## src/rtl/fp_operand_rx.sv

```systemverilog
// fp_operand_rx: receives two FP operands from asynchronous pads as a
// nibble-serial, strobe-qualified frame and presents them to the adder
// core with a valid/ready handshake.
module fp_operand_rx #(
   parameter int WIDTH       = 16,
   parameter int SYNC_STAGES = 2
) (
   input  logic             wb_clk_i,
   input  logic             wb_rst_i,
   input  logic [3:0]       pin_data,
   input  logic             pin_strobe,
   input  logic             pin_start,
   output logic [WIDTH-1:0] op_a,
   output logic [WIDTH-1:0] op_b,
   output logic             op_valid,
   input  logic             op_ready,
   output logic             busy,
   output logic             frame_err
);

   localparam int NIB     = 2 * WIDTH / 4;
   localparam int CW      = $clog2(NIB);
   localparam int ARM_MAX = SYNC_STAGES + 1;
   localparam int AW      = $clog2(ARM_MAX + 1);

   typedef enum logic [1:0] {
      IDLE = 2'd0,
      RECV = 2'd1,
      HOLD = 2'd2
   } state_t;

   state_t               state, state_n;
   logic [CW-1:0]        cnt, cnt_n;
   logic [2*WIDTH-1:0]   shreg, shreg_n;
   logic [WIDTH-1:0]     op_a_n, op_b_n;
   logic                 valid_n, err_n;

   logic [3:0]             data_sync [SYNC_STAGES];
   logic [SYNC_STAGES-1:0] strobe_sync;
   logic [SYNC_STAGES-1:0] start_sync;
   logic                   strobe_s, start_s;
   logic                   strobe_d, start_d;
   logic                   strobe_rise_q, start_rise_q;
   logic [3:0]             data_q;
   logic [AW-1:0]          arm_cnt;
   logic                   armed;

   assign strobe_s = strobe_sync[SYNC_STAGES-1];
   assign start_s  = start_sync[SYNC_STAGES-1];
   assign armed    = (arm_cnt == AW'(ARM_MAX));
   assign busy     = (state != IDLE);

   // Pad synchronisers: every asynchronous pad passes through SYNC_STAGES flops.
   always_ff @(posedge wb_clk_i) begin
      if (wb_rst_i) begin
         strobe_sync <= '0;
         start_sync  <= '0;
         for (int i = 0; i < SYNC_STAGES; i++) data_sync[i] <= 4'h0;
      end else begin
         strobe_sync <= {strobe_sync[SYNC_STAGES-2:0], pin_strobe};
         start_sync  <= {start_sync[SYNC_STAGES-2:0], pin_start};
         data_sync[0] <= pin_data;
         for (int i = 1; i < SYNC_STAGES; i++) data_sync[i] <= data_sync[i-1];
      end
   end

   // Arm counter keeps pads that were high through reset from looking like edges.
   always_ff @(posedge wb_clk_i) begin
      if (wb_rst_i)    arm_cnt <= '0;
      else if (!armed) arm_cnt <= arm_cnt + AW'(1);
   end

   // Edge detection; rise pulses and the matching nibble are registered together.
   always_ff @(posedge wb_clk_i) begin
      if (wb_rst_i) begin
         strobe_d      <= 1'b0;
         start_d       <= 1'b0;
         strobe_rise_q <= 1'b0;
         start_rise_q  <= 1'b0;
         data_q        <= 4'h0;
      end else begin
         strobe_d      <= strobe_s;
         start_d       <= start_s;
         strobe_rise_q <= strobe_s & ~strobe_d & armed;
         start_rise_q  <= start_s & ~start_d & armed;
         data_q        <= data_sync[SYNC_STAGES-1];
      end
   end

   // State and datapath registers.
   always_ff @(posedge wb_clk_i) begin
      if (wb_rst_i) begin
         state     <= IDLE;
         cnt       <= '0;
         shreg     <= '0;
         op_a      <= '0;
         op_b      <= '0;
         op_valid  <= 1'b0;
         frame_err <= 1'b0;
      end else begin
         state     <= state_n;
         cnt       <= cnt_n;
         shreg     <= shreg_n;
         op_a      <= op_a_n;
         op_b      <= op_b_n;
         op_valid  <= valid_n;
         frame_err <= err_n;
      end
   end

   // Frame FSM: a start rise always wins over a strobe in RECV; HOLD drops new frames.
   always_comb begin
      state_n = state;
      cnt_n   = cnt;
      shreg_n = shreg;
      op_a_n  = op_a;
      op_b_n  = op_b;
      valid_n = op_valid;
      err_n   = 1'b0;
      case (state)
         IDLE: begin
            if (start_rise_q) begin
               state_n = RECV;
               cnt_n   = '0;
            end
         end
         RECV: begin
            if (start_rise_q) begin
               cnt_n = '0;
               err_n = 1'b1;
            end else if (strobe_rise_q) begin
               shreg_n = {shreg[2*WIDTH-5:0], data_q};
               if (cnt == CW'(NIB - 1)) begin
                  op_a_n  = shreg_n[2*WIDTH-1 -: WIDTH];
                  op_b_n  = shreg_n[WIDTH-1:0];
                  valid_n = 1'b1;
                  state_n = HOLD;
                  cnt_n   = '0;
               end else begin
                  cnt_n = cnt + CW'(1);
               end
            end
         end
         HOLD: begin
            if (start_rise_q) err_n = 1'b1;
            if (op_valid && op_ready) begin
               valid_n = 1'b0;
               state_n = IDLE;
            end
         end
         default: state_n = IDLE;
      endcase
   end

endmodule

```

## config.mk

```make
export PLATFORM = sky130hd
export DESIGN_NAME = fp_operand_rx
export DESIGN_NICKNAME = d
export VERILOG_FILES = /design/src/rtl/fp_operand_rx.sv
export SDC_FILE = /design/constraint.sdc
export NUM_CORES = 1
export LEC_CHECK = 0
export CAP_MARGIN = 0
export CORE_MARGIN = 3
export CORE_UTILIZATION = 53
export CTS_CLUSTER_DIAMETER = 200
export CTS_CLUSTER_SIZE = 12
export DETAILED_ROUTE_END_ITERATION = 6
export GPL_TIMING_DRIVEN = 0
export HOLD_SLACK_MARGIN = 0.15
export PLACE_DENSITY = 0.78
export SYNTH_ARGS = -nofsm -noshare
export SYNTH_HDL_FRONTEND = slang
export SYNTH_SLANG_ARGS = --single-unit
```

## constraint.sdc

```tcl
create_clock -name wb_clk_i -period 2.2 [get_ports wb_clk_i]
set_input_delay 0.66 -clock wb_clk_i [delete_from_list [all_inputs] [get_ports wb_clk_i]]
set_output_delay 0.66 -clock wb_clk_i [all_outputs]
set_load 0.01 [all_outputs]
```

# Word-level counts from Yosys, hierarchy flattened
# Memory sizes are Yosys's and may differ from the RTL's. A register that Yosys moved wholly into a read port is not among the register bits.
# Index checks and enable logic that the tools add are counted.
# Widths: inputs -> output; s select.
dict set report op_classes {
  addsub 2
  n_eq_ne 10
  n_mux 22
  bitwise 10
  n_reduce_logical 12
}
# operator n
set op_table {}
lappend op_table {{$mux 3} 4}
lappend op_table {{$mux 2} 5}
lappend op_table {{$ne 2x2->1 const B} 5}
lappend op_table {{$reduce_and 5->1} 2}
lappend op_table {{$mux 1} 8}
lappend op_table {{$mux 4} 2}
lappend op_table {{$pmux 2 s3} 1}
lappend op_table {{$pmux 3 s2} 1}
lappend op_table {{$reduce_and 3->1} 2}
lappend op_table {{$reduce_bool 2->1} 3}
lappend op_table {{$and 1x1->1} 4}
lappend op_table {{$eq 2x2->1 const B} 2}
lappend op_table {{$not 1->1} 4}
lappend op_table {{$reduce_and 4->1} 1}
lappend op_table {{$reduce_or 2->1} 2}
lappend op_table {{$add 3x1->3 const B} 1}
lappend op_table {{$eq 3x3->1 const B} 1}
lappend op_table {{$ne 3x3->1 const B} 1}
lappend op_table {{$add 2x1->2 const B} 1}
lappend op_table {{$eq 2x1->1 const B} 1}
lappend op_table {{$logic_not 2->1} 1}
lappend op_table {{$or 1x1->1} 2}
lappend op_table {{$pmux 1 s2} 1}
lappend op_table {{$logic_and 1x1->1} 1}
dict set report totals {
  ff_bits 77
  mem_bits_rw 8
  output_inout_bits 35
  mem_count 1
}
# memory depth word_bits read_ports rd_clocked_by_memory_dff write_ports line
set mem_list {}
lappend mem_list {data_sync 2 4 2 1 2 38} ;# logic [3:0] data_sync [SYNC_STAGES];

# Depth between registers and ports, before layout
dict set report logic_depth {
  ltp_word 5
  mapped_depth 8
  depth_no_buf 6
}

# Worst setup path before layout
# No wires, ideal clock.
dict set report synth_timing {
  path_type {register to register}
  startpoint {reg cnt[0]}
  endpoint {reg state[0]}
  arrival_ns 1.492
  setup_slack_ns 0.580
  path_stages_with_launch 7
  n_path_buf 0
  cell_sequence {dfxtp_1 > ha_1 > ha_1 > and2b_4 > a2111oi_4 > mux2i_1 > nor2_1}
}
dict set report synth_via {
  elab_chain_cells 3
}
# item line
set synth_rtl {}
lappend synth_rtl {{start, declared} 33} ;# logic [CW-1:0] cnt, cnt_n;
lappend synth_rtl {{start signal, assigned} 102} ;# cnt <= cnt_n;
lappend synth_rtl {{$eq 3x3->1} 133} ;# if (cnt == CW'(NIB - 1)) begin
lappend synth_rtl {{$ne 2x2->1 (no line)} -}
lappend synth_rtl {{$reduce_and 5->1 (no line)} -}
lappend synth_rtl {{end signal, assigned} 101} ;# state <= state_n;
lappend synth_rtl {{end, declared} 32} ;# state_t state, state_n;
# No other way between the ends.
# A chain may end at the register's enable or synchronous reset.

# Worst setup path after layout
dict set report layout_timing {
  startpoint {reg state[1]}
  endpoint {out busy}
}
dict set report layout_via {
  elab_chain_cells 1
}
# item line
set layout_rtl {}
lappend layout_rtl {{$reduce_bool 2->1} 51} ;# assign busy = (state != IDLE);
lappend layout_rtl {{end, declared} 17} ;# output logic busy,
# No other way between the ends.

==> results.md <==
* Most common library cell in the layout ignoring fill and taps: nand2_1
* Gr usage total at 0.188
* Worst path arrival time at 1370 ps
* HPWL Detailed at ~4300 µm
* Register area share after synthesis at 0.562
* Post-layout util at 0.690
* Area leader, netlist: dfxtp_1
* Final Hold Slack at 443 ps
* Pre-antenna DRT Iters at 4
* H-tree lvl count at 3
* Min-Delay Path Class: flop to flop
* Detailed-route vias per instance at 5.07
* Unrepaired setup endpoints after global routing: false
* Clock transition at path regs at around 90 ps
* Number of max-cap violations at 0
* Initial antenna violation count at 0
* Slowest CP cell: dfxtp_1
* Largest net degree at the start of global routing at 17
* Post-CTS Setup Bufs at 0
* Yosys top cell area share at 0.562
* Num ports at 44
* Status: finished, final reports clean
* Netlist Area Pre-Place at 3170 µm²
* Slew Viols, Final at 0
* Leading cell types in the layout, fill and taps excluded: 123 x nand2_1, 88 x dfxtp_1, 62 x a21oi_1, 42 x clkdlybuf4s50_1, 21 x nor2b_1
* Final hold vios at 0
* Post-synthesis compound-gate area fraction at 0.116
* Rows at 27
* Die ar. at 6950 µm²
* Flop-to-flop setup slack at 390 ps
* Vias in the first global route at 2314
* Share of cells above drive strength 1 at 0.0766
* IO Port Bufs at 43
* Synth Instances at 359
* Worst path cell trace: inv_1, ha_1, inv_1, dlygate4sd2_1
* Synth Area in Adders at 0.0315
* Critical path class: flop to output port
* Area growth syn-to-layout at 22.8%
* Delay-heaviest family, CP: buffers and inverters
* Deepest clock path buffer count at 2
* Syn Nets at 376
* Worst Path Required at roughly 1500 ps
* Most numerous cell on the critical path: inv_1
* Leak pwr at 1.37 nW
* First-pass GRT wire length at 10400 µm
* Ranking of synthesized cells by area: dfxtp_1 56%, nand2_1 15%, a21oi_1 9.8%, nor2b_1 4.1%, ha_1 3.2%
* Tmin final at 2030 ps
* Worst-skew pair later-pin latency at roughly 360 ps
* Core area at 5640 µm²
* Root buf cell: clkbuf_8
* TritonCTS buffer count at 9
* Via count at 2486
* Routed length per instance at 12.7 µm
* Final setup vio count at 0
* Synth Area in XOR/XNOR at 0.00276
* Yosys warnings at 0
* FF+latch count, synth at 89
* Worst vdd ir at 0.000435 V
* Die Height at between 80 and 90 µm
* Max incr delay on CP at 370 ps
* Gpl congestion at a little over 0.8
* Count of different cell masters after synthesis at 27
* Critical Path Fanout Max at 4
* Clk sinks at 89
* Post-Synth Simple-Gate Area at 0.228
* Mux cell area share after synthesis at 0.0158
* Max_slew headroom at 0.610
* Setup crit end kind: output port
* CP startpoint kind: flop
* Iteration-0 DRC count of the detailed router at 127
* Critical path buffers and inverters at 3
* Final worst path period share at 0.924
* Antenna Nets Post-Route at 0
* Fmax at 492 MHz
* Main combinational cell family by area after synthesis: simple AND/OR/NAND/NOR gates
* Initial Util at 0.562
* Antenna Cells at 0
* Actual slew at the worst max-slew pin at 585 ps
* DRC at 0
* Skew final at 7.11 ps
* Chip Width at 83.4 µm
* Nets at between 400 and 500
* PD cells at 769 nW/µm²
* Mean post-synth cell area at between 8 and 9 µm²
* TritonCTS clock tree: yes
* Total grt overflow at 0
* Routed wire length at 6210 µm
[flip-flops by register name, indices dropped and copies added (netlist names), 2 cells and up]
| signal | cells |
|---|---|
| start_sync | 2 |
| data_sync | 8 |
| data_q | 4 |
| op_a | 16 |
| shreg | 28 |
| state | 2 |
| strobe_sync | 2 |
| op_b | 16 |
| cnt | 3 |
| arm_cnt | 2 |
[cells in the mapped netlist]
master     count
and4bb_2       1
buf_2          6
nor2_1         8
nand4b_1       1
ha_1           8
nand2b_4       1
a21oi_1       62
and3_1         1
a21boi_0       1
clkbuf_1      10
and3b_1        3
xor2_1         1
and2b_4        1
nand3_1        1
a2111oi_4      1
o22ai_1        1
nand3b_1       1
nor4b_1        1
mux2i_1        5
a211oi_1       1
buf_1          2
nor2b_1       21
buf_6          5
dfxtp_1       89
inv_1          3
a311oi_1       1
nand2_1      123
[layout make-up]
| cell class | instances | area (µm²) |
|---|---|---|
| inverter | 3 | 11.3 |
| clock inverter | 7 | 77.6 |
| tap | 72 | 90.1 |
| clock buffer | 9 | 124 |
| timing repair buffer | 43 | 429 |
| fill | 452 | 1750 |
| buffer | 23 | 131 |
| multi-input combinational | 244 | 1250 |
| sequential | 89 | 1780 |
[cells by family (layout without fill, tap and decap cells)]
group / after synthesis / count (layout)
buffers and inverters: 26 / 85
xor gates and xnor gates: 1 / 1
AOI/OAI and AO/OA: 67 / 67
adders and majority gates: 8 / 8
muxes: 5 / 5
and+or+nand+nor: 163 / 163
DFF: 89 / 89
[power by group]
group	switching [mW]	internal, mW
combinational	0.109	0.0973
sequential	0.0141	1.64
clock	0.604	0.534
total	0.727	2.27
[routing by layer]
| metal | global-route usage | vias to the layer above | share of wire |
|---|---|---|---|
| met5 | 0 | - | 0 |
| met4 | 0.105 | 0 | 0.026 |
| met3 | 0.0407 | 16 | 0.053 |
| li1 | - | 1264 | - |
| met2 | 0.301 | 60 | 0.47 |
| met1 | 0.233 | 1146 | 0.45 |
[what timing repair did]
| item | CTS | global route |
|---|---|---|
| hold buffers | 0 | 0 |
| hold endpoints to repair | 0 | 0 |
| setup endpoints to repair | 1 | 0 |
| resized for setup | 2 | 0 |
[per-stage QoR]
stage	cells	cell area, µm²	worst slack [ps]	total power [mW]	setup TNS (ps)
6_report	490	3890	167	3.00	0
2_1_floorplan	359	3170	580	1.84	0
5_1_grt	490	3890	87.1	3.11	0
3_5_place_dp	474	3690	-155	1.90	-4160
4_1_cts	490	3890	161	3.00	0
3_3_place_gp	474	3690	-162	1.89	-3910
[path summary, 6_finish.rpt]
check                                startpoint   endpoint  cells past startpoint
worst min-delay path            data_sync[1][0]  data_q[0]                      1
worst max-delay path                   state[1]       busy                      4
worst min register to register  data_sync[1][0]  data_q[0]                      1
worst max register to register           cnt[0]   state[0]                      6
Note: power is estimated with default switching activity, not from simulation.
